$ cat config.mk
export PLATFORM = sky130hd
export DESIGN_NAME = sd_host_cmd_phy_flat
export DESIGN_NICKNAME = d
export VERILOG_FILES = /design/src/rtl/sd_host_cmd_phy_pkg.sv /design/src/rtl/sd_host_cmd_phy_if.sv /design/src/rtl/sd_host_cmd_phy_crc7.sv /design/src/rtl/sd_host_cmd_phy.sv /design/src/flat_wrapper.sv
export SDC_FILE = /design/constraint.sdc
export NUM_CORES = 1
export LEC_CHECK = 0
export CAP_MARGIN = 20
export CORE_MARGIN = 2
export CORE_UTILIZATION = 59
export DETAILED_ROUTE_END_ITERATION = 7
export HOLD_SLACK_MARGIN = 0.02
export PLACE_DENSITY_LB_ADDON = 0.08
export SYNTH_ARGS = -nofsm -noshare
export SYNTH_HDL_FRONTEND = slang
export SYNTH_SLANG_ARGS = --single-unit
$ cat constraint.sdc
create_clock -name clk -period 6.6 [get_ports clk]
set_input_delay 0.66 -clock clk [delete_from_list [all_inputs] [get_ports clk]]
set_output_delay 0.66 -clock clk [all_outputs]
set_load 0.01 [all_outputs]
$ cat src/rtl/sd_host_cmd_phy_pkg.sv
// Shared definitions for the host-side SD CMD-line engine.
//  - rsp_t   : response type codes carried on i_rsp_type
//  - state_t : command FSM state encoding
//  - CMD_LEN / R2_LEN / NCC : frame lengths and post-command clock count
// Optional feature macro used by the slice: SD_HOST_CMD_BUSY_WAIT_EN.
package sd_host_cmd_phy_pkg;

    typedef enum logic [1:0] {
        RSP_NONE     = 2'd0,
        RSP_48       = 2'd1,
        RSP_136      = 2'd2,
        RSP_48_NOCRC = 2'd3
    } rsp_t;

    typedef enum logic [2:0] {
        S_IDLE = 3'd0,
        S_TX   = 3'd1,
        S_WAIT = 3'd2,
        S_RX   = 3'd3,
        S_BUSY = 3'd4,
        S_FIN  = 3'd5
    } state_t;

    localparam int CMD_LEN = 48;
    localparam int R2_LEN  = 136;
    localparam int NCC     = 8;

endpackage

$ cat src/rtl/sd_host_cmd_phy_if.sv
// Command handshake between the host command controller (master) and the
// CMD-line engine (slave).
//  i_cmd_stb/i_cmd_index/i_cmd_arg/i_rsp_type : command request
//  o_busy/o_done                              : progress and completion pulse
//  o_rsp/o_rsp_index/o_timeout/o_crc_err      : response result
//  i_rsp_busy                                 : R1b busy wait (only with SD_HOST_CMD_BUSY_WAIT_EN)
interface sd_host_cmd_phy_if;
    logic         i_cmd_stb;
    logic [5:0]   i_cmd_index;
    logic [31:0]  i_cmd_arg;
    logic [1:0]   i_rsp_type;
`ifdef SD_HOST_CMD_BUSY_WAIT_EN
    logic         i_rsp_busy;
`endif
    logic         o_busy;
    logic         o_done;
    logic [127:0] o_rsp;
    logic [5:0]   o_rsp_index;
    logic         o_timeout;
    logic         o_crc_err;

    modport master (
`ifdef SD_HOST_CMD_BUSY_WAIT_EN
        output i_rsp_busy,
`endif
        output i_cmd_stb, i_cmd_index, i_cmd_arg, i_rsp_type,
        input  o_busy, o_done, o_rsp, o_rsp_index, o_timeout, o_crc_err
    );

    modport slave (
`ifdef SD_HOST_CMD_BUSY_WAIT_EN
        input  i_rsp_busy,
`endif
        input  i_cmd_stb, i_cmd_index, i_cmd_arg, i_rsp_type,
        output o_busy, o_done, o_rsp, o_rsp_index, o_timeout, o_crc_err
    );
endinterface

$ cat src/rtl/sd_host_cmd_phy_crc7.sv
// Serial CRC7 (x^7 + x^3 + 1, init 0), one bit per enabled clock, MSB first.
//  clk, rst  : clock, synchronous active-high reset
//  i_clear   : restart the CRC at zero (wins over i_en)
//  i_en      : consume i_bit this cycle
//  i_bit     : data bit
//  o_crc     : running CRC remainder
module sd_crc7 (
    input  logic       clk,
    input  logic       rst,
    input  logic       i_clear,
    input  logic       i_en,
    input  logic       i_bit,
    output logic [6:0] o_crc
);
    logic fb;

    assign fb = i_bit ^ o_crc[6];

    always_ff @(posedge clk) begin
        if (rst || i_clear) begin
            o_crc <= '0;
        end else if (i_en) begin
            o_crc <= {o_crc[5:3], o_crc[2] ^ fb, o_crc[1:0], fb};
        end
    end
endmodule

$ cat src/rtl/sd_host_cmd_phy.sv
// Host-side SD CMD-line engine: divides clk into the SD clock, serializes a
// 48-bit command (start, dir, index, arg, CRC7, end), then collects and checks
// an R1/R3 (48-bit) or R2 (136-bit) response.
//  clk, rst        : system clock, synchronous active-high reset
//  host            : command handshake (sd_host_cmd_phy_if.slave)
//  o_sd_clk        : SD clock pin
//  o_sd_cmd_dir    : 1 = host drives CMD
//  o_sd_cmd_out    : CMD value while driving
//  i_sd_cmd_in     : sampled CMD pin
//  i_sd_d0_in      : DAT0 busy level (only with SD_HOST_CMD_BUSY_WAIT_EN)
// Parameters: CLK_DIV (clk cycles per SD half period, 1..255),
//             RESP_TIMEOUT (SD rising edges allowed before a response start bit).
//
// state  | meaning
// IDLE   | SD clock parked low, waiting for i_cmd_stb
// TX     | shifting the command out on SD falling edges, then NCC clocks for no-response commands
// WAIT   | CMD released, counting rising edges for the response start bit
// RX     | shifting the response in on SD rising edges
// BUSY   | R1b: waiting for DAT0 to return high
// FIN    | one-cycle completion pulse
module sd_host_cmd_phy
    import sd_host_cmd_phy_pkg::*;
#(
    parameter int CLK_DIV      = 2,
    parameter int RESP_TIMEOUT = 64
) (
    input  logic                    clk,
    input  logic                    rst,
    sd_host_cmd_phy_if.slave        host,
`ifdef SD_HOST_CMD_BUSY_WAIT_EN
    input  logic                    i_sd_d0_in,
`endif
    output logic                    o_sd_clk,
    output logic                    o_sd_cmd_dir,
    output logic                    o_sd_cmd_out,
    input  logic                    i_sd_cmd_in
);
    state_t         state;
    rsp_t           rsp_type;
    logic [7:0]     div_cnt;
    logic           sd_clk;
    logic           run, tick, rise_tick, fall_tick, accept;
    logic [39:0]    tx_sr;
    logic [5:0]     tx_cnt;
    logic [2:0]     crc_sel;
    logic           tx_bit, tx_crc_en;
    logic [6:0]     tx_crc, rx_crc;
    logic [127:0]   rx_sr, rx_next;
    logic [7:0]     rx_cnt, rx_pos, rx_last;
    logic           rx_in_crc, rx_crc_en;
    logic [15:0]    wait_cnt;
    logic           busy, done, timeout, crc_err, cmd_dir, cmd_out;
    logic [127:0]   rsp;
    logic [5:0]     rsp_index;
`ifdef SD_HOST_CMD_BUSY_WAIT_EN
    logic           rsp_busy_q;
`endif

    always_comb begin
        run       = (state == S_TX) || (state == S_WAIT) || (state == S_RX) || (state == S_BUSY);
        tick      = run && (div_cnt == 8'd0);
        rise_tick = tick && !sd_clk;
        fall_tick = tick && sd_clk;
        accept    = (state == S_IDLE) && host.i_cmd_stb;
        // Bits 40..46 of the frame carry the CRC, MSB first.
        crc_sel   = 3'(6'd46 - tx_cnt);
        if (tx_cnt < 6'd40)      tx_bit = tx_sr[39];
        else if (tx_cnt < 6'd47) tx_bit = tx_crc[crc_sel];
        else                     tx_bit = 1'b1;
        tx_crc_en = fall_tick && (state == S_TX) && (tx_cnt < 6'd40);
        // rx_pos is the position of the bit arriving now; the start bit is taken in WAIT as position 0.
        rx_next   = {rx_sr[126:0], i_sd_cmd_in};
        rx_pos    = (state == S_RX) ? rx_cnt : 8'd0;
        rx_last   = (rsp_type == RSP_136) ? 8'(R2_LEN - 1) : 8'(CMD_LEN - 1);
        rx_in_crc = (rsp_type == RSP_136) ? ((rx_pos >= 8'd8) && (rx_pos < 8'd128))
                                          : (rx_pos < 8'd40);
        rx_crc_en = rise_tick && rx_in_crc &&
                    ((state == S_RX) || ((state == S_WAIT) && !i_sd_cmd_in));
    end

    sd_crc7 u_crc_tx (
        .clk     (clk),
        .rst     (rst),
        .i_clear (accept),
        .i_en    (tx_crc_en),
        .i_bit   (tx_bit),
        .o_crc   (tx_crc)
    );

    sd_crc7 u_crc_rx (
        .clk     (clk),
        .rst     (rst),
        .i_clear (accept),
        .i_en    (rx_crc_en),
        .i_bit   (i_sd_cmd_in),
        .o_crc   (rx_crc)
    );

    // SD clock: down-counter reloads every half period while the engine is active.
    always_ff @(posedge clk) begin
        if (rst || !run) begin
            div_cnt <= 8'(CLK_DIV - 1);
            sd_clk  <= 1'b0;
        end else if (div_cnt == 8'd0) begin
            div_cnt <= 8'(CLK_DIV - 1);
            sd_clk  <= ~sd_clk;
        end else begin
            div_cnt <= div_cnt - 8'd1;
        end
    end

    always_ff @(posedge clk) begin
        if (rst) begin
            state     <= S_IDLE;
            rsp_type  <= RSP_NONE;
            busy      <= 1'b0;
            done      <= 1'b0;
            timeout   <= 1'b0;
            crc_err   <= 1'b0;
            rsp       <= '0;
            rsp_index <= '0;
            cmd_dir   <= 1'b0;
            cmd_out   <= 1'b1;
            tx_sr     <= '0;
            tx_cnt    <= '0;
            rx_sr     <= '0;
            rx_cnt    <= '0;
            wait_cnt  <= '0;
`ifdef SD_HOST_CMD_BUSY_WAIT_EN
            rsp_busy_q <= 1'b0;
`endif
        end else begin
            done <= 1'b0;
            case (state)
                S_IDLE: begin
                    if (host.i_cmd_stb) begin
                        rsp_type <= rsp_t'(host.i_rsp_type);
                        tx_sr    <= {2'b01, host.i_cmd_index, host.i_cmd_arg};
                        tx_cnt   <= '0;
                        busy     <= 1'b1;
                        timeout  <= 1'b0;
                        crc_err  <= 1'b0;
`ifdef SD_HOST_CMD_BUSY_WAIT_EN
                        rsp_busy_q <= host.i_rsp_busy;
`endif
                        state    <= S_TX;
                    end
                end
                S_TX: begin
                    if (fall_tick) begin
                        if (tx_cnt < 6'(CMD_LEN)) begin
                            cmd_dir <= 1'b1;
                            cmd_out <= tx_bit;
                            tx_cnt  <= tx_cnt + 6'd1;
                            if (tx_cnt < 6'd40) tx_sr <= {tx_sr[38:0], 1'b0};
                        end else if (tx_cnt == 6'(CMD_LEN)) begin
                            // First falling edge after the end bit: release CMD.
                            cmd_dir <= 1'b0;
                            cmd_out <= 1'b1;
                            if (rsp_type == RSP_NONE) begin
                                tx_cnt <= tx_cnt + 6'd1;
                            end else begin
                                wait_cnt <= 16'(RESP_TIMEOUT);
                                state    <= S_WAIT;
                            end
                        end else if (tx_cnt == 6'(CMD_LEN + NCC - 1)) begin
                            // NCC clocks counted from the end bit (the release edge is the first).
                            state <= S_FIN;
                            done  <= 1'b1;
                            busy  <= 1'b0;
                        end else begin
                            tx_cnt <= tx_cnt + 6'd1;
                        end
                    end
                end
                S_WAIT: begin
                    if (rise_tick) begin
                        if (!i_sd_cmd_in) begin
                            rx_sr  <= rx_next;
                            rx_cnt <= 8'd1;
                            state  <= S_RX;
                        end else if (wait_cnt == 16'd1) begin
                            timeout <= 1'b1;
                            state   <= S_FIN;
                            done    <= 1'b1;
                            busy    <= 1'b0;
                        end else begin
                            wait_cnt <= wait_cnt - 16'd1;
                        end
                    end
                end
                S_RX: begin
                    if (rise_tick) begin
                        rx_sr <= rx_next;
                        if (rx_cnt == rx_last) begin
                            // A missing end bit is reported through the CRC flag.
                            crc_err <= (rsp_type != RSP_48_NOCRC) &&
                                       ((rx_next[7:1] != rx_crc) || !rx_next[0]);
                            if (rsp_type == RSP_136) begin
                                rsp       <= {8'd0, rx_next[127:8]};
                                rsp_index <= 6'h3F;
                            end else begin
                                rsp       <= {96'd0, rx_next[39:8]};
                                rsp_index <= rx_next[45:40];
                            end
`ifdef SD_HOST_CMD_BUSY_WAIT_EN
                            if (rsp_busy_q) begin
                                wait_cnt <= 16'hFFFF;
                                state    <= S_BUSY;
                            end else begin
                                state <= S_FIN;
                                done  <= 1'b1;
                                busy  <= 1'b0;
                            end
`else
                            state <= S_FIN;
                            done  <= 1'b1;
                            busy  <= 1'b0;
`endif
                        end else begin
                            rx_cnt <= rx_cnt + 8'd1;
                        end
                    end
                end
`ifdef SD_HOST_CMD_BUSY_WAIT_EN
                S_BUSY: begin
                    if (rise_tick) begin
                        if (i_sd_d0_in) begin
                            state <= S_FIN;
                            done  <= 1'b1;
                            busy  <= 1'b0;
                        end else if (wait_cnt == 16'd1) begin
                            timeout <= 1'b1;
                            state   <= S_FIN;
                            done    <= 1'b1;
                            busy    <= 1'b0;
                        end else begin
                            wait_cnt <= wait_cnt - 16'd1;
                        end
                    end
                end
`endif
                S_FIN:   state <= S_IDLE;
                default: state <= S_IDLE;
            endcase
        end
    end

    assign o_sd_clk         = sd_clk;
    assign o_sd_cmd_dir     = cmd_dir;
    assign o_sd_cmd_out     = cmd_out;
    assign host.o_busy      = busy;
    assign host.o_done      = done;
    assign host.o_rsp       = rsp;
    assign host.o_rsp_index = rsp_index;
    assign host.o_timeout   = timeout;
    assign host.o_crc_err   = crc_err;

endmodule
$ cat src/flat_wrapper.sv
// flat-port wrapper written by rule: the top's interface ports become plain ports
module sd_host_cmd_phy_flat import sd_host_cmd_phy_pkg::*;
#(
    parameter int CLK_DIV      = 2,
    parameter int RESP_TIMEOUT = 64
)
  (clk, rst, o_sd_clk, o_sd_cmd_dir, o_sd_cmd_out, i_sd_cmd_in, host_i_cmd_stb, host_i_cmd_index, host_i_cmd_arg, host_i_rsp_type, host_o_busy, host_o_done, host_o_rsp, host_o_rsp_index, host_o_timeout, host_o_crc_err);
  sd_host_cmd_phy_if host_i ();
  input  logic clk;
  input  logic rst;
  output logic o_sd_clk;
  output logic o_sd_cmd_dir;
  output logic o_sd_cmd_out;
  input  logic i_sd_cmd_in;
  input wire logic [$bits(host_i.i_cmd_stb)-1:0] host_i_cmd_stb;
  input wire logic [$bits(host_i.i_cmd_index)-1:0] host_i_cmd_index;
  input wire logic [$bits(host_i.i_cmd_arg)-1:0] host_i_cmd_arg;
  input wire logic [$bits(host_i.i_rsp_type)-1:0] host_i_rsp_type;
  output wire logic [$bits(host_i.o_busy)-1:0] host_o_busy;
  output wire logic [$bits(host_i.o_done)-1:0] host_o_done;
  output wire logic [$bits(host_i.o_rsp)-1:0] host_o_rsp;
  output wire logic [$bits(host_i.o_rsp_index)-1:0] host_o_rsp_index;
  output wire logic [$bits(host_i.o_timeout)-1:0] host_o_timeout;
  output wire logic [$bits(host_i.o_crc_err)-1:0] host_o_crc_err;
  assign host_i.i_cmd_stb = host_i_cmd_stb;
  assign host_i.i_cmd_index = host_i_cmd_index;
  assign host_i.i_cmd_arg = host_i_cmd_arg;
  assign host_i.i_rsp_type = host_i_rsp_type;
  assign host_o_busy = host_i.o_busy;
  assign host_o_done = host_i.o_done;
  assign host_o_rsp = host_i.o_rsp;
  assign host_o_rsp_index = host_i.o_rsp_index;
  assign host_o_timeout = host_i.o_timeout;
  assign host_o_crc_err = host_i.o_crc_err;
  sd_host_cmd_phy #(.CLK_DIV(CLK_DIV), .RESP_TIMEOUT(RESP_TIMEOUT)) u_core (.clk(clk), .rst(rst), .host(host_i), .o_sd_clk(o_sd_clk), .o_sd_cmd_dir(o_sd_cmd_dir), .o_sd_cmd_out(o_sd_cmd_out), .i_sd_cmd_in(i_sd_cmd_in));
endmodule
After elaboration in Yosys (flattened, before gate mapping)

Cells that the tools add are included.

Bits in registers: 365
Logic and storage cells: 196
Bits of input ports: 44

$lt $le $gt $ge: 7
Equality and inequality tests: 33
Reduce and logical (&&, ||, !) cells: 44
Add/sub/neg operators: 5
Muxes and demuxes: 83
Bitwise logic cells: 5

Operator list:

| cell                                                  | number |
|---|---|
| two-way mux 127 bit                                   | 3 |
| one-hot mux 127 bit (2 select lines)                  | 1 |
| two-way mux 40 bit                                    | 4 |
| two-way mux 120 bit                                   | 1 |
| two-way mux 16 bit                                    | 7 |
| one-hot mux 40 bit (2 select lines)                   | 1 |
| two-way mux 8 bit                                     | 6 |
| two-way mux 6 bit                                     | 7 |
| two-way mux 1 bit                                     | 33 |
| two-way mux 3 bit                                     | 11 |
| one-hot mux 16 bit (2 select lines)                   | 1 |
| != test 2 bit (second input constant)                 | 15 |
| AND reduction 5 bit                                   | 4 |
| < comparator 6 bit (second input constant)            | 3 |
| equality test 16 x 1 -> 1 bit (second input constant) | 1 |
| one-hot mux 8 bit (2 select lines)                    | 1 |
| subtractor 16 x 1 -> 16 bit (second input constant)   | 1 |
| equality test 6 bit (second input constant)           | 2 |
| one-hot mux 3 bit (4 select lines)                    | 1 |
| one-hot mux 6 bit (2 select lines)                    | 1 |
| nonzero test 2 bit                                    | 6 |
| logical AND 1 bit                                     | 11 |
| AND reduction 11 bit                                  | 1 |
| != test 3 bit (second input constant)                 | 3 |
| 34 further kinds                                      | 52 |

Logic depth before layout (Yosys ltp)

Depth in word-level cells: 8
Depth in mapped cells: 10
Gate-level depth less buffers: 8

By module

A second synthesis with hierarchy kept.

Cell total of the unflattened synthesis: 1,753
Area total of the unflattened synthesis: 13,965.9 sq um

By module, submodules not included:

| module          | cells each | area an instance (sq um) | times used |
|---|---|---|---|
| sd_host_cmd_phy | 1,697      | 13,412.9                 | 1 |
| sd_crc7         | 28         | 276.5                    | 2 |

Least setup slack after synthesis

Ideal clock, no wire load.

Kind: register to register
Start: register u_core.tx_cnt[0]
End: register u_core.wait_cnt[15]
Arrival: 2,252 ps
Setup time: 126 ps
Data required time: 6,474 ps
Stages on the path, launching flop included: 8
Slack: 4,221 ps
Clock period less this slack: 2,379 ps
Cell sequence: dfxtp_1 -> or4_4 -> or4_4 -> a21boi_4 -> buf_6 -> nor4_1 -> xnor2_1 -> nor2_2

Longest elaborated chain between the ends: 3
Elaborated cells between the ends (all ways): 5
Classes of those cells: order compare: 1; eq/ne: 3; reduce/logical: 1

Ends and longest elaborated chain:

| item                                                      | RTL line                                       | source |
|---|---|---|
| from (decl)                                               | sd_host_cmd_phy.sv:44                          | `logic [5:0] tx_cnt;` |
| from (signal assigned)                                    | sd_host_cmd_phy.sv:154                         | `tx_cnt <= tx_cnt + 6'd1;` |
| from (signal assigned)                                    | sd_host_cmd_phy.sv:161                         | `tx_cnt <= tx_cnt + 6'd1;` |
| from (signal assigned)                                    | sd_host_cmd_phy.sv:172                         | `tx_cnt <= tx_cnt + 6'd1;` |
| < comparator 6 bit or equality test 6 bit (tied branches) | sd_host_cmd_phy.sv:151, sd_host_cmd_phy.sv:156 |  |
| != test 2 bit (no source line)                            | n/a                                            |  |
| AND reduction 8 bit (no source line) *                    | n/a                                            |  |
| to (signal assigned)                                      | sd_host_cmd_phy.sv:163                         | `wait_cnt <= 16'(RESP_TIMEOUT);` |
| to (signal assigned)                                      | sd_host_cmd_phy.sv:188                         | `wait_cnt <= wait_cnt - 16'd1;` |
| to (decl)                                                 | sd_host_cmd_phy.sv:51                          | `logic [15:0] wait_cnt;` |

Mark *: on every way between the ends. The rest lies on a longest branch, timed or not.
A chain may end at the register's enable or synchronous reset.

Final worst setup path

Start: register u_core.rsp_type[1]
End: register u_core.rsp[43], in the netlist u_core.host.o_rsp[43]

Longest elaborated chain between the ends: 4
Elaborated cells between the ends (all ways): 5
Classes of those cells: eq/ne: 2; mux: 2; reduce/logical: 1

Ends and longest elaborated chain:

| item                                 | RTL line                                      | source |
|---|---|---|
| from (decl)                          | sd_host_cmd_phy.sv:39                         | `rsp_t rsp_type;` |
| from (signal assigned)               | sd_host_cmd_phy.sv:137                        | `rsp_type <= rsp_t'(host.i_rsp_type);` |
| equality test 2 bit *                | sd_host_cmd_phy.sv:74, sd_host_cmd_phy.sv:199 |  |
| two-way mux 8 bit                    | sd_host_cmd_phy.sv:74                         | `rx_last = (rsp_type == RSP_136) ? 8'(R2_LEN - 1) : 8'(CMD_LEN - 1);` |
| equality test 8 bit                  | sd_host_cmd_phy.sv:195                        | `if (rx_cnt == rx_last) begin` |
| AND reduction 3 bit (no source line) | n/a                                           |  |
| to (signal assigned)                 | sd_host_cmd_phy.sv:200                        | `rsp <= {8'd0, rx_next[127:8]};` |
| to (signal assigned)                 | sd_host_cmd_phy.sv:203                        | `rsp <= {96'd0, rx_next[39:8]};` |
| to (decl)                            | sd_host_cmd_phy.sv:53                         | `logic [127:0] rsp;` |

Marks and branches as above.

==> impl_results.md <==
- Status: complete, no violations
- Largest net degree at the start of global routing: 150
- CP arrival: approximately 4000 ps
- RR Endpoint: u_core.host.o_rsp[43]
- GR Overflow Total: 0
- Syn. warnings: 0
- Power Density: 269 nW/um2
- Setup TNS: 0 ps
- Highest routed layer: met4
- Register Area: between 7000 and 8000 um2
- H-tree levels: 2
- Hold path depth: 2
- Final hold slack: between 400 and 500 ps
- Skew final: approximately 18 ps
- Die Y: roughly 160 um
- Syn_area_per_cell: a little under 8 um2
- Flop2flop setup slack: just over 3000 ps
- WL met3: ~1.8 mm
- Worst Hold Path EP: u_core.host.o_rsp[76]
- Final hold violation count: 0
- WL final: between 30 and 40 mm
- WS Path Type: register to register
- Area delta synth->final: 21.3%
- Yosys reg bits: 357
- Clk buf depth: 3
- Crit path from: u_core.rsp_type[1]
- Critical-path top delay cell: buf_4
- Synth Cell Area: roughly 14000 um2
- Fin crit share: 0.543
- First-pass GRT wire length: approximately 51 mm
- Distinct cell type count after synthesis: 60
- CTS Root Cell: clkbuf_16
- Die Width: between 150 and 200 um
- DP Worst Slack: between 3000 and 4000 ps
- Final ANT Viol Nets: 0
- CP dominant cell by count: buf_4
- Finished Layout Cells: roughly 2200
- # hold bufs at CTS: 0
- Post-synthesis sequential area ratio: 0.515
- Global-route usage over all layers: 0.244
- Antenna Diode Count: 0
- Initial Util: 0.597
- CTS sink count: between 300 and 400
- Initial antenna violation count: 0
- Post-CTS resize count: 0
- Post-Syn Instances: around 1700
- # placed instances: approximately 2100
- Top_reg_cell synth: dfxtp_1
- Via count of the first global-routing pass: about 11000
- Die Area: ~25000 um2
- RSZ-0062 raised after global routing: false
- Relative max-transition margin: 0.288
- Worst Hold Class: register to register
- CTS tree: yes
- Clock latency on the worst-skew pair: 510 ps
- Critical path endpoint category: register
- Ports: 185
- Core area: between 20000 and 25000 um2
- Max-Cap Viols: 0
- Post-DP HPWL: about 18 mm
- Leak Pwr: ~5.5 nW
- Vias after detailed routing: ~12000
- Drt drc: 0
- Clock slew at reported path FFs: around 60 ps
- Wire per inst: 14.2 um
- Final setup viols: 0
- Min Tclk post-route: roughly 3600 ps
- Multi-input gate area: between 6000 and 7000 um2
- Req. time, crit path: between 7000 and 8000 ps
- Number of flops mapped to enable cells by yosys: 0
- Setup crit start kind: register
- Reg-to-reg startpoint: u_core.rsp_type[1]
- Post-CTS setup buffer count: 0
- Highest Clock Rate: roughly 0.28 GHz
- Wire length on met2: 14.3 mm
- Max FO, Critical Path: just under 100
- Pwr Total: 4.52 mW
- Worst r2r path cells: 8
- Via density per instance: between 5 and 6
- Async SR Flop Fraction: 0
- Final WS setup: about 3000 ps
- Critical Path, Cell by Cell: nor2b_4 -> buf_4 -> a2bb2oi_1 -> nor2_1 -> nand2_4 -> buf_4 -> nand2_1 -> a21oi_1
- Buffers on Ports: roughly 180
- Nets: between 1500 and 2000
- VDD IR max: between 150 and 200 uV
- GPL Wtd Cong: 0.868
- Worst path max stage delay: around 770 ps
- Fin. max-slew vios: 0
- Hold Startpoint: u_core.host.o_rsp[76]
- Row count: 56
- DRT Pass-1 Iters: 5
- Number of CTS-inserted buffers: 36
- Share of cells above drive strength 1: 0.0488
- 1st-iter DRT viols: 840
- Met1 WL: around 14 mm
- Worst slew pin tran: 1070 ps
- FILL cells: 1876
-- cell type report --
type / count / share of cell area
Sequential cell: 357 / 0.424
Multi-Input combinational cell: 1248 / 0.368
Timing Repair Buffer: 189 / 0.111
Clock buffer: 51 / 0.0617
Tap cell: 319 / 0.0237
Clock inverter: 12 / 0.00966
Inverter: 8 / 0.00178
-- registers in the layout (all words and copies together) (netlist names) --
signal,flops
u_core.host.o_rsp,120
u_core.o_sd_cmd_out,1
u_core.host.o_crc_err,1
u_core.host.o_rsp_index,6
u_core.state,3
u_core.u_crc_rx.o_crc,7
u_core.wait_cnt,16
u_core.host.o_done,1
u_core.o_sd_clk,1
u_core.rx_cnt,8
u_core.tx_cnt,6
u_core.rx_sr,127
u_core.o_sd_cmd_dir,1
u_core.rsp_type,2
u_core.u_crc_tx.o_crc,7
u_core.div_cnt,8
u_core.host.o_busy,1
u_core.tx_sr,40
u_core.host.o_timeout,1
-- routing by layer --
layer | up-vias | GRT usage
met1 | 5596 | 0.338
met3 | 41 | 0.0460
li1 | 6045 | -
met5 | - | 0
met2 | 333 | 0.394
met4 | 0 | 0.0584
-- worst max-delay path, delay by kind of cell, from the launching register on --
kind / cells / cell delay [ps]
compound gates: 2 / 660
buf+inv: 2 / 1530
flops: 1 / 400
simple gates: 4 / 870
-- logic make-up (layout without fill, tap and decap cells) --
kind of cell	after synthesis	in the layout	synth area share
and+or+nand+nor	828	828	0.254
AOI/OAI and AO/OA	357	357	0.149
muxes	10	10	0.00811
other	1	8	0.000270
adders and majority gates	7	7	0.00631
DFF	357	357	0.515
buffers and inverters	149	260	0.0438
xor gates and xnor gates	38	38	0.0240
-- worst max-delay path by stage --
stage	to	slack, ps	depth (start not counted)
finish	u_core.host.o_rsp[43]	3020	8
floorplan	u_core.wait_cnt[15]	4220	7
global route	u_core.host.o_rsp[29]	2650	8
CTS	u_core.host.o_rsp[43]	2960	8
detailed placement	u_core.host.o_rsp[53]	3000	8
global placement	u_core.host.o_rsp[28]	3170	8
-- stage by stage --
step,cell area [um2],utilization
after floorplan,13900,-
after global placement,15600,0.671
after detailed placement,15600,0.671
after CTS,16800,0.723
after global routing,16800,0.724
final,16800,0.724
-- where the power goes --
group          switching, mW  total, mW  internal (mW)  leakage [nW]
logic                  0.159      0.245         0.0863          2.06
registers             0.0238       2.21           2.19          2.88
clock network          0.814       2.07           1.25         0.593
total                  0.997       4.52           3.53          5.54
-- Yosys cell counts (3+ instances only) --
library cell	count	area (um2)
and2_1	4	25.0
dfxtp_1	357	7150
nor3_1	23	115
nor2b_1	6	37.5
or4_1	5	37.5
nor2_1	101	379
or2_2	3	18.8
nor4b_1	6	52.6
clkbuf_1	122	458
xnor2_1	34	298
or3_1	11	68.8
a211oi_1	5	37.5
o21a_1	4	30.0
o31ai_1	4	30.0
nor3b_1	4	30.0
nand3_1	104	521
inv_1	8	30.0
buf_4	8	60.1
nand2_1	520	1950
buf_2	9	45.0
nand2b_1	8	50.1
ha_1	7	87.6
mux2i_1	9	90.1
o21ai_0	7	35.0
a311oi_1	40	350
a21oi_1	273	1370
nor4_1	15	93.8
xor2_1	4	35.0
nand4_1	6	37.5
-- cell usage in the layout (no fill, tap or decap), types with 3 or more instances in the layout --
cell,synthesis,final
nand2_1,520,519
dfxtp_1,357,357
a21oi_1,273,273
clkdlybuf4s50_1,0,175
nand3_1,104,104
nor2_1,101,100
a311oi_1,40,40
clkbuf_16,0,37
xnor2_1,34,34
nor3_1,23,23
nor4_1,15,14
buf_4,8,12
or3_1,11,11
mux2i_1,9,9
inv_1,8,8
nand2b_1,8,8
conb_1,1,8
clkbuf_1,122,8
o21ai_0,7,7
ha_1,7,7
clkinv_2,0,7
nor4b_1,6,6
nand4_1,6,6
clkbuf_8,0,6
or4_1,5,5
a211oi_1,5,5
nor2b_1,6,4
nor3b_1,4,4
o31ai_1,4,4
xor2_1,4,4
and2_1,4,4
bufinv_16,0,4
o21a_1,4,3
No activity file was read; power rests on OpenSTA's default activity.
